File: config.mk
export PLATFORM = sky130hd
export DESIGN_NAME = rob_multi_commit
export DESIGN_NICKNAME = d
export VERILOG_FILES = /design/src/rtl/rob_multi_commit_pkg.sv /design/src/rtl/rob_commit_sel.sv /design/src/rtl/rob_multi_commit.sv
export SDC_FILE = /design/constraint.sdc
export NUM_CORES = 2
export LEC_CHECK = 0
export BUFFER_PORTS_ARGS = -buffer_cell sky130_fd_sc_hd__buf_4
export CAP_MARGIN = 15
export CORE_ASPECT_RATIO = 0.75
export CORE_MARGIN = 2
export CORE_UTILIZATION = 53
export CTS_CLUSTER_SIZE = 12
export DETAILED_ROUTE_END_ITERATION = 16
export GPL_TIMING_DRIVEN = 0
export MAX_ROUTING_LAYER = met4
export PLACE_DENSITY = 0.7
export SLEW_MARGIN = 20
export SYNTH_ARGS = -nofsm -noshare
export SYNTH_HDL_FRONTEND = slang
export SYNTH_HIERARCHICAL = 1
export SYNTH_SLANG_ARGS = --single-unit
File: constraint.sdc
create_clock -name clk -period 13.9 [get_ports clk]
set_input_delay 0 -clock clk [delete_from_list [all_inputs] [get_ports clk]]
set_output_delay 0 -clock clk [all_outputs]
set_load 0.01 [all_outputs]
File: src/rtl/rob_multi_commit_pkg.sv
// Shared definitions for the reorder buffer: tag width derivation and the
// packed per-entry attribute layout.
package rob_multi_commit_pkg;

   function automatic int tag_bits(input int depth);
      return $clog2(depth);
   endfunction

   typedef struct packed {
      logic store;
      logic br;
      logic pred;
      logic taken;
   } rob_attr_t;

endpackage

File: src/rtl/rob_commit_sel.sv
// Combinational in-order retire scan over the COMMIT_W oldest ROB slots.
module rob_commit_sel
   import rob_multi_commit_pkg::*;
#(
   parameter int COMMIT_W = 2,
   parameter int CNT_W    = $clog2(COMMIT_W + 1)
) (
   input  logic [COMMIT_W-1:0] busy,
   input  logic [COMMIT_W-1:0] done,
   input  rob_attr_t [COMMIT_W-1:0] attr,
   input  logic                st_ready,
   output logic [CNT_W-1:0]    retire_cnt,
   output logic [COMMIT_W-1:0] retire_mask,
   output logic [COMMIT_W-1:0] mis_mask
);

   logic go;

   always_comb begin
      go          = 1'b1;
      retire_cnt  = '0;
      retire_mask = '0;
      mis_mask    = '0;
      for (int k = 0; k < COMMIT_W; k++) begin
         if (go) begin
            if (!busy[k]) begin
               go = 1'b0;
            end else if (attr[k].store) begin
               // only the head store is visible to the SLB; it always ends the scan
               if (k == 0 && st_ready) begin
                  retire_mask[k] = 1'b1;
                  retire_cnt     = retire_cnt + 1'b1;
               end
               go = 1'b0;
            end else if (!done[k]) begin
               go = 1'b0;
            end else begin
               retire_mask[k] = 1'b1;
               retire_cnt     = retire_cnt + 1'b1;
               if (attr[k].br && (attr[k].taken != attr[k].pred)) begin
                  mis_mask[k] = 1'b1;
                  go          = 1'b0;
               end
            end
         end
      end
   end

endmodule

File: src/rtl/rob_multi_commit.sv
// Reorder buffer: in-order allocation, out-of-order writeback, up to COMMIT_W
// in-order retirements per cycle, store handshake and mispredict flush.
module rob_multi_commit
   import rob_multi_commit_pkg::*;
#(
   parameter int DEPTH    = 16,
   parameter int TAG_W    = tag_bits(DEPTH),
   parameter int COMMIT_W = 2,
   parameter int DATA_W   = 32,
   parameter int ADDR_W   = 32,
   parameter int REG_W    = 5
) (
   input  logic                         clk,
   input  logic                         rst,
   input  logic                         rdy,
   input  logic                         alloc_valid,
   output logic                         alloc_ready,
   output logic [TAG_W-1:0]             alloc_tag,
   input  logic [REG_W-1:0]             alloc_rd,
   input  logic                         alloc_store,
   input  logic                         alloc_br,
   input  logic                         alloc_pred,
   input  logic                         ex_valid,
   input  logic [TAG_W-1:0]             ex_tag,
   input  logic [DATA_W-1:0]            ex_data,
   input  logic                         ex_taken,
   input  logic [ADDR_W-1:0]            ex_target,
   input  logic                         slb_valid,
   input  logic [TAG_W-1:0]             slb_tag,
   input  logic [DATA_W-1:0]            slb_data,
   output logic                         st_valid,
   output logic [TAG_W-1:0]             st_tag,
   input  logic                         st_ready,
   output logic [COMMIT_W-1:0]          rf_we,
   output logic [COMMIT_W*REG_W-1:0]    rf_rd,
   output logic [COMMIT_W*DATA_W-1:0]   rf_data,
   output logic [COMMIT_W*TAG_W-1:0]    rf_tag,
   output logic                         flush,
   output logic [ADDR_W-1:0]            flush_pc,
   output logic [TAG_W:0]               count
);

   localparam int CNT_W = $clog2(COMMIT_W + 1);
   localparam logic [TAG_W:0] FULL = (TAG_W + 1)'(DEPTH);

   logic [TAG_W:0]      head, tail;
   logic [DEPTH-1:0]    busy, done;
   rob_attr_t           attr       [DEPTH];
   logic [REG_W-1:0]    rd_mem     [DEPTH];
   logic [DATA_W-1:0]   data_mem   [DEPTH];
   logic [ADDR_W-1:0]   target_mem [DEPTH];

   logic [COMMIT_W-1:0] rf_we_q;
   logic                flush_q;

   logic [TAG_W-1:0]    s_idx  [COMMIT_W];
   logic [REG_W-1:0]    s_rd   [COMMIT_W];
   logic [COMMIT_W-1:0] s_busy, s_done;
   rob_attr_t [COMMIT_W-1:0] s_attr;

   logic [CNT_W-1:0]    ret_cnt;
   logic [COMMIT_W-1:0] ret_mask, mis_mask;
   logic                mis;
   logic [ADDR_W-1:0]   mis_target;
   logic                alloc_fire, ex_hit, slb_hit;
   logic [TAG_W-1:0]    tail_idx;

   assign count       = tail - head;
   assign tail_idx    = tail[TAG_W-1:0];
   assign alloc_tag   = tail_idx;
   // flush_q holds ready low for the flush cycle so no entry lands in a dead window
   assign alloc_ready = rdy && !flush_q && (count != FULL);
   assign alloc_fire  = alloc_valid && alloc_ready;
   assign ex_hit      = ex_valid && busy[ex_tag];
   assign slb_hit     = slb_valid && busy[slb_tag];
   assign st_tag      = head[TAG_W-1:0];
   assign st_valid    = busy[st_tag] && attr[st_tag].store;
   assign rf_we       = rf_we_q & {COMMIT_W{rdy}};
   assign flush       = flush_q && rdy;
   assign mis         = |mis_mask;

   always_comb begin
      mis_target = '0;
      for (int k = 0; k < COMMIT_W; k++) begin
         s_idx[k]  = head[TAG_W-1:0] + TAG_W'(k);
         s_busy[k] = busy[s_idx[k]];
         s_done[k] = done[s_idx[k]];
         s_attr[k] = attr[s_idx[k]];
         s_rd[k]   = rd_mem[s_idx[k]];
         if (mis_mask[k]) mis_target = target_mem[s_idx[k]];
      end
   end

   rob_commit_sel #(.COMMIT_W(COMMIT_W), .CNT_W(CNT_W)) u_sel (
      .busy        (s_busy),
      .done        (s_done),
      .attr        (s_attr),
      .st_ready    (st_ready),
      .retire_cnt  (ret_cnt),
      .retire_mask (ret_mask),
      .mis_mask    (mis_mask)
   );

   always_ff @(posedge clk) begin
      if (rst) begin
         head     <= '0;
         tail     <= '0;
         busy     <= '0;
         done     <= '0;
         rf_we_q  <= '0;
         rf_rd    <= '0;
         rf_data  <= '0;
         rf_tag   <= '0;
         flush_q  <= 1'b0;
         flush_pc <= '0;
      end else if (!rdy) begin
         // drop pulses so they do not reappear when rdy returns
         rf_we_q <= '0;
         flush_q <= 1'b0;
      end else begin
         flush_q <= mis;
         for (int k = 0; k < COMMIT_W; k++) begin
            rf_we_q[k]                   <= ret_mask[k] && !s_attr[k].store && (s_rd[k] != '0);
            rf_rd[k*REG_W +: REG_W]      <= s_rd[k];
            rf_data[k*DATA_W +: DATA_W]  <= data_mem[s_idx[k]];
            rf_tag[k*TAG_W +: TAG_W]     <= s_idx[k];
         end
         if (mis) begin
            head     <= '0;
            tail     <= '0;
            busy     <= '0;
            done     <= '0;
            flush_pc <= mis_target;
         end else begin
            if (ex_hit)  done[ex_tag]  <= 1'b1;
            if (slb_hit) done[slb_tag] <= 1'b1;
            for (int k = 0; k < COMMIT_W; k++) begin
               if (ret_mask[k]) begin
                  busy[s_idx[k]] <= 1'b0;
                  done[s_idx[k]] <= 1'b0;
               end
            end
            if (alloc_fire) begin
               busy[tail_idx] <= 1'b1;
               done[tail_idx] <= 1'b0;
               tail           <= tail + 1'b1;
            end
            head <= head + (TAG_W + 1)'(ret_cnt);
         end
      end
   end

   // payload storage needs no reset; busy gates every use of it
   always_ff @(posedge clk) begin
      if (!rst && rdy && !mis) begin
         if (ex_hit) begin
            data_mem[ex_tag]   <= ex_data;
            attr[ex_tag].taken <= ex_taken;
            target_mem[ex_tag] <= ex_target;
         end
         if (slb_hit) data_mem[slb_tag] <= slb_data;
         if (alloc_fire) begin
            rd_mem[tail_idx] <= alloc_rd;
            attr[tail_idx]   <= '{store: alloc_store, br: alloc_br, pred: alloc_pred, taken: 1'b0};
         end
      end
   end

endmodule
==> key figures <==
Pwr
  • Power share of the sequential group: between 50 and 60%
  • Switch Pwr: 1.86 mW
  • Switching share of power: a little over a fifth
  • Largest voltage drop on the vdd net: between 0.0001 and 0.00015 V
  • Pwr dens: 108 nW/um^2
  • Leakage: about 26 nW
  • Logic gate share of total power: under 10%
  • Clock power share: approximately 44%
  • Internal power summed over all cells: around 6.6 mW

Synthesis
  • Async set or reset register ratio after synthesis: 0%
  • Post-synth EDFFs: 1152
  • Number of different library cells in the post-synthesis netlist: 78
  • Total nets after synthesis: 4079
  • Cell types occupying the most area after synthesis: sky130_fd_sc_hd__edfxtp_1 (51%), sky130_fd_sc_hd__mux4_2 (22%), sky130_fd_sc_hd__mux2_2 (8.8%)
  • Leading cell types by count after synthesis: sky130_fd_sc_hd__edfxtp_1 (1152), sky130_fd_sc_hd__mux4_2 (665), sky130_fd_sc_hd__mux2_2 (527)
  • Main flop type after synthesis: sky130_fd_sc_hd__edfxtp_1
  • Share of the yosys chip area belonging to registers: 56.3%
  • Cell type with the highest aggregate area in the netlist: sky130_fd_sc_hd__edfxtp_1
  • Post-synthesis cell area: roughly 68000 um^2
  • Warning count from the yosys run: 6
  • Gate count after technology mapping: between 3000 and 4000
  • Post-Synthesis Mean Instance Area: approximately 17 um^2
  • Number of storage elements in the synthesis netlist: roughly 1300
  • Share of Yosys cell area claimed by the top area cell type: between 50% and 60%
  • Most common cell in the netlist: sky130_fd_sc_hd__edfxtp_1

Min path
  • Startpoint of the worst hold path: ex_target[8]
  • Worst Hold Path Cells: 2
  • Type of the most critical hold path: in2reg
  • Hold-critical path endpoint: target_mem[1][8]$_DFFE_PP_

Clock tree
  • Max H-tree Level: 4
  • Clock insertion delay at the later pin of the skew report: 0.80 ns
  • Maximum buffer depth of the clock tree: 3
  • TritonCTS clock tree: done
  • CTS buffer count: ~140
  • Total of cells resized after clock tree synthesis: 0
  • Library cell used as clock root buffer: sky130_fd_sc_hd__clkbuf_16
  • CTS Sinks: 1331
  • Clock slew seen by the registers of the worst setup and hold paths: 0.07 ns

Critical path
  • Startpoint of the lowest-slack register-to-register path: head[0]$_SDFFE_PP0P_
  • Kind of end point of the critical path: flop
  • Reg2reg path depth: 24
  • Worst-path maximum fanout: 10
  • Critical path launch point type: flop
  • Endpoint of the worst-slack reg-to-reg timing path: data_mem[1][27]$_DFFE_PP_
  • Data arrival at the endpoint of the critical path: between 10 and 15 ns
  • Crit Path Category: reg2reg
  • Worst reg2reg setup slack: around 4 ns
  • Crit path required time: 14.44 ns

Die
  • Floorplan Core Area: 127000 um^2
  • Die Span X: between 400 and 500 um
  • Total number of placement rows: 113
  • Die area: 131000 um^2
  • Total I/O pin count: around 250
  • Starting density of the core: between 50% and 60%
  • Die height: roughly 310 um

Final layout
  • Layout cell share with drive strength beyond 1: a little over two fifths
  • Count of nets after finishing: around 4700
  • Area delta synth->final: 15.9%

GRT
  • Number of global-route vias before repair: 44000
  • Largest net degree at the start of global routing: 33
  • Global route total overflow: 0
  • Global-route usage over all layers: between 30 and 40%
  • Antenna violations before repair: 5
  • Wire length of the first global-routing pass: approximately 340000 um

Timing
  • Worst Clk Skew: roughly 0.032 ns
  • Min cycle time layout: 9.91 ns
  • Hold violation count in the final report: 0
  • Number of failing setup endpoints in the final timing report: 0
  • Final max-slew violation count: 0
  • Transition time of the tightest slew-check pin: between 1 and 1.5 ns
  • Timing-limited maximum frequency: about 0.1 GHz
  • Final Worst Setup Slack: 3.99 ns
  • Fraction of the cycle the final worst path needs: 71.3%
  • Unrepaired setup endpoints after global routing: no
  • Slew Limit Headroom: 13.5%
  • Total Negative Setup Slacks: 0 ns

Route
  • DRT Pass-1 Iters: 6
  • Wire length reported by the detailed router: roughly 240000 um
  • Starting DRT DRC Count: slightly below 8000
  • Post-DRT Antenna Nets: 0
  • Vias after detailed routing: between 40000 and 50000
  • Post-detailed-route via-to-cell ratio: 7.23
  • Detailed-route DRC error count: 0
  • Routed length per instance: between 30 and 40 um

Placement
  • Worst-case setup slack after placement: approximately 4.5 ns
  • Number of port buffers: approximately 250
  • RD Place Congestion: 0.977
  • HPWL Detailed: ~170000 um

Run status
  • Status: finished clean

Flow run
  • Total of max-cap violations: 0
placed cells by master, fill, tap and decap left out, types with 18 or more instances in the layout:
| cell | instances |
|---|---|
| sky130_fd_sc_hd__a221oi_1 | 33 |
| sky130_fd_sc_hd__a211oi_1 | 53 |
| sky130_fd_sc_hd__dlygate4sd3_1 | 152 |
| sky130_fd_sc_hd__o21ai_0 | 56 |
| sky130_fd_sc_hd__nor3_1 | 18 |
| sky130_fd_sc_hd__buf_4 | 342 |
| sky130_fd_sc_hd__mux4_2 | 665 |
| sky130_fd_sc_hd__a31oi_1 | 33 |
| sky130_fd_sc_hd__nor2_1 | 146 |
| sky130_fd_sc_hd__buf_2 | 126 |
| sky130_fd_sc_hd__buf_6 | 30 |
| sky130_fd_sc_hd__clkbuf_1 | 205 |
| sky130_fd_sc_hd__inv_1 | 20 |
| sky130_fd_sc_hd__nand2_1 | 177 |
| sky130_fd_sc_hd__a22oi_1 | 26 |
| sky130_fd_sc_hd__edfxtp_1 | 1152 |
| sky130_fd_sc_hd__dfxtp_1 | 179 |
| sky130_fd_sc_hd__mux2i_1 | 114 |
| sky130_fd_sc_hd__a21oi_1 | 41 |
| sky130_fd_sc_hd__clkbuf_16 | 148 |
| sky130_fd_sc_hd__a41o_1 | 23 |
| sky130_fd_sc_hd__mux2_2 | 527 |
| sky130_fd_sc_hd__nand3_1 | 34 |
layer usage:
layer / vias to the layer above / share of wire (%) / track usage (%)
met5: - / 0 / -
met4: 0 / 3.9 / 13.1
met3: 556 / 17 / 15.7
met2: 4103 / 41 / 49.7
met1: 23500 / 38 / 54.7
li1: 17500 / - / -
power by group through the flow:
stage | combinational [mW] | sequential [mW] | clock, mW
detailed placement | 0.360 | 4.44 | 0
CTS | 0.401 | 4.36 | 3.71
finish | 0.412 | 4.36 | 3.72
global placement | 0.353 | 4.44 | 0
floorplan | 0.190 | 4.44 | 0
global route | 0.431 | 4.36 | 3.86
what timing repair did:
action / 4_1_cts / 5_1_grt
hold endpoints to repair: 1189 / 0
setup buffers: 0 / 0
hold buffers: 152 / 0
sequential cells by signal, summed over array words and instances (netlist names), named ones only:
signal and flops:
head 5, flush_q 1, data_mem 512, rf_data 64
tail 5, rf_we_q 2, busy 16, rf_tag 8
done 16, rd_mem 80, attr 64, rf_rd 10
flush_pc 32, target_mem 512
metrics by stage:
step                area, um^2  util, %  power [mW]  cells  hold WS, ns
global placement         71700     56.6        4.80   5858        0.294
finish                   78500     62.0        8.49   6313       0.0472
global route             78500     62.0        8.65   6312       0.0550
CTS                      78500     62.0        8.47   6308       0.0170
detailed placement       72600     57.3        4.80   5901        0.300
floorplan                67800        -        4.63   3942       0.0989
cells by family (layout without fill, tap and decap cells):
family,count (synthesis),after routing,synth area share [%]
AND/OR/NAND/NOR,499,499,3.36
adder cells (fa/ha/maj),17,17,0.336
multiplexers,1321,1321,33.0
buffers and inverters,422,1122,3.27
flip-flops,1331,1331,56.3
AO/OA/AOI/OAI,342,342,3.58
other,0,4,0
XOR/XNOR,10,10,0.151
area by class of cell:
type	instances	area [um^2]
Antenna cell	4	10.0
Buffer	388	2090
Clock buffer	227	4160
Clock inverter	28	241
Fill cell	9185	48200
Inverter	34	138
Multi-Input combinational cell	2189	27500
Sequential cell	1331	38200
Tap cell	1667	2090
Timing Repair Buffer	445	4090
worst max path at each step:
stage / startpoint / endpoint / slack [ns]
2_1_floorplan: head[0]$_SDFFE_PP0P_ / data_mem[10][0]$_DFFE_PP_ / 5.71
3_3_place_gp: head[0]$_SDFFE_PP0P_ / data_mem[11][9]$_DFFE_PP_ / -2.02
3_5_place_dp: head[0]$_SDFFE_PP0P_ / rd_mem[4][2]$_DFFE_PP_ / 4.55
4_1_cts: head[0]$_SDFFE_PP0P_ / data_mem[1][29]$_DFFE_PP_ / 4.43
5_1_grt: head[0]$_SDFFE_PP0P_ / data_mem[1][29]$_DFFE_PP_ / 3.99
6_report: head[0]$_SDFFE_PP0P_ / data_mem[1][27]$_DFFE_PP_ / 3.99
critical path: stages (launching register included):
cell and delay, ns:
sky130_fd_sc_hd__dfxtp_1 0.69, sky130_fd_sc_hd__buf_6 0.24, sky130_fd_sc_hd__buf_6 0.22, sky130_fd_sc_hd__buf_2 0.35, sky130_fd_sc_hd__buf_2 0.51, sky130_fd_sc_hd__buf_2 0.59
sky130_fd_sc_hd__inv_1 0.21, sky130_fd_sc_hd__ha_1 0.38, sky130_fd_sc_hd__clkbuf_2 0.16, sky130_fd_sc_hd__buf_6 0.21, sky130_fd_sc_hd__buf_6 0.24, sky130_fd_sc_hd__buf_6 0.32
sky130_fd_sc_hd__buf_6 0.32, sky130_fd_sc_hd__buf_2 0.44, sky130_fd_sc_hd__mux4_2 0.37, sky130_fd_sc_hd__mux4_2 0.53, sky130_fd_sc_hd__xor2_1 0.18, sky130_fd_sc_hd__and4_1 0.36
sky130_fd_sc_hd__nor2_2 0.43, sky130_fd_sc_hd__nand2_1 0.35, sky130_fd_sc_hd__nor3_2 0.50, sky130_fd_sc_hd__nand2_1 0.54, sky130_fd_sc_hd__buf_2 0.47, sky130_fd_sc_hd__mux2_1 0.37
sky130_fd_sc_hd__dlygate4sd3_1 0.55
No activity file was read; power rests on OpenSTA's default activity.
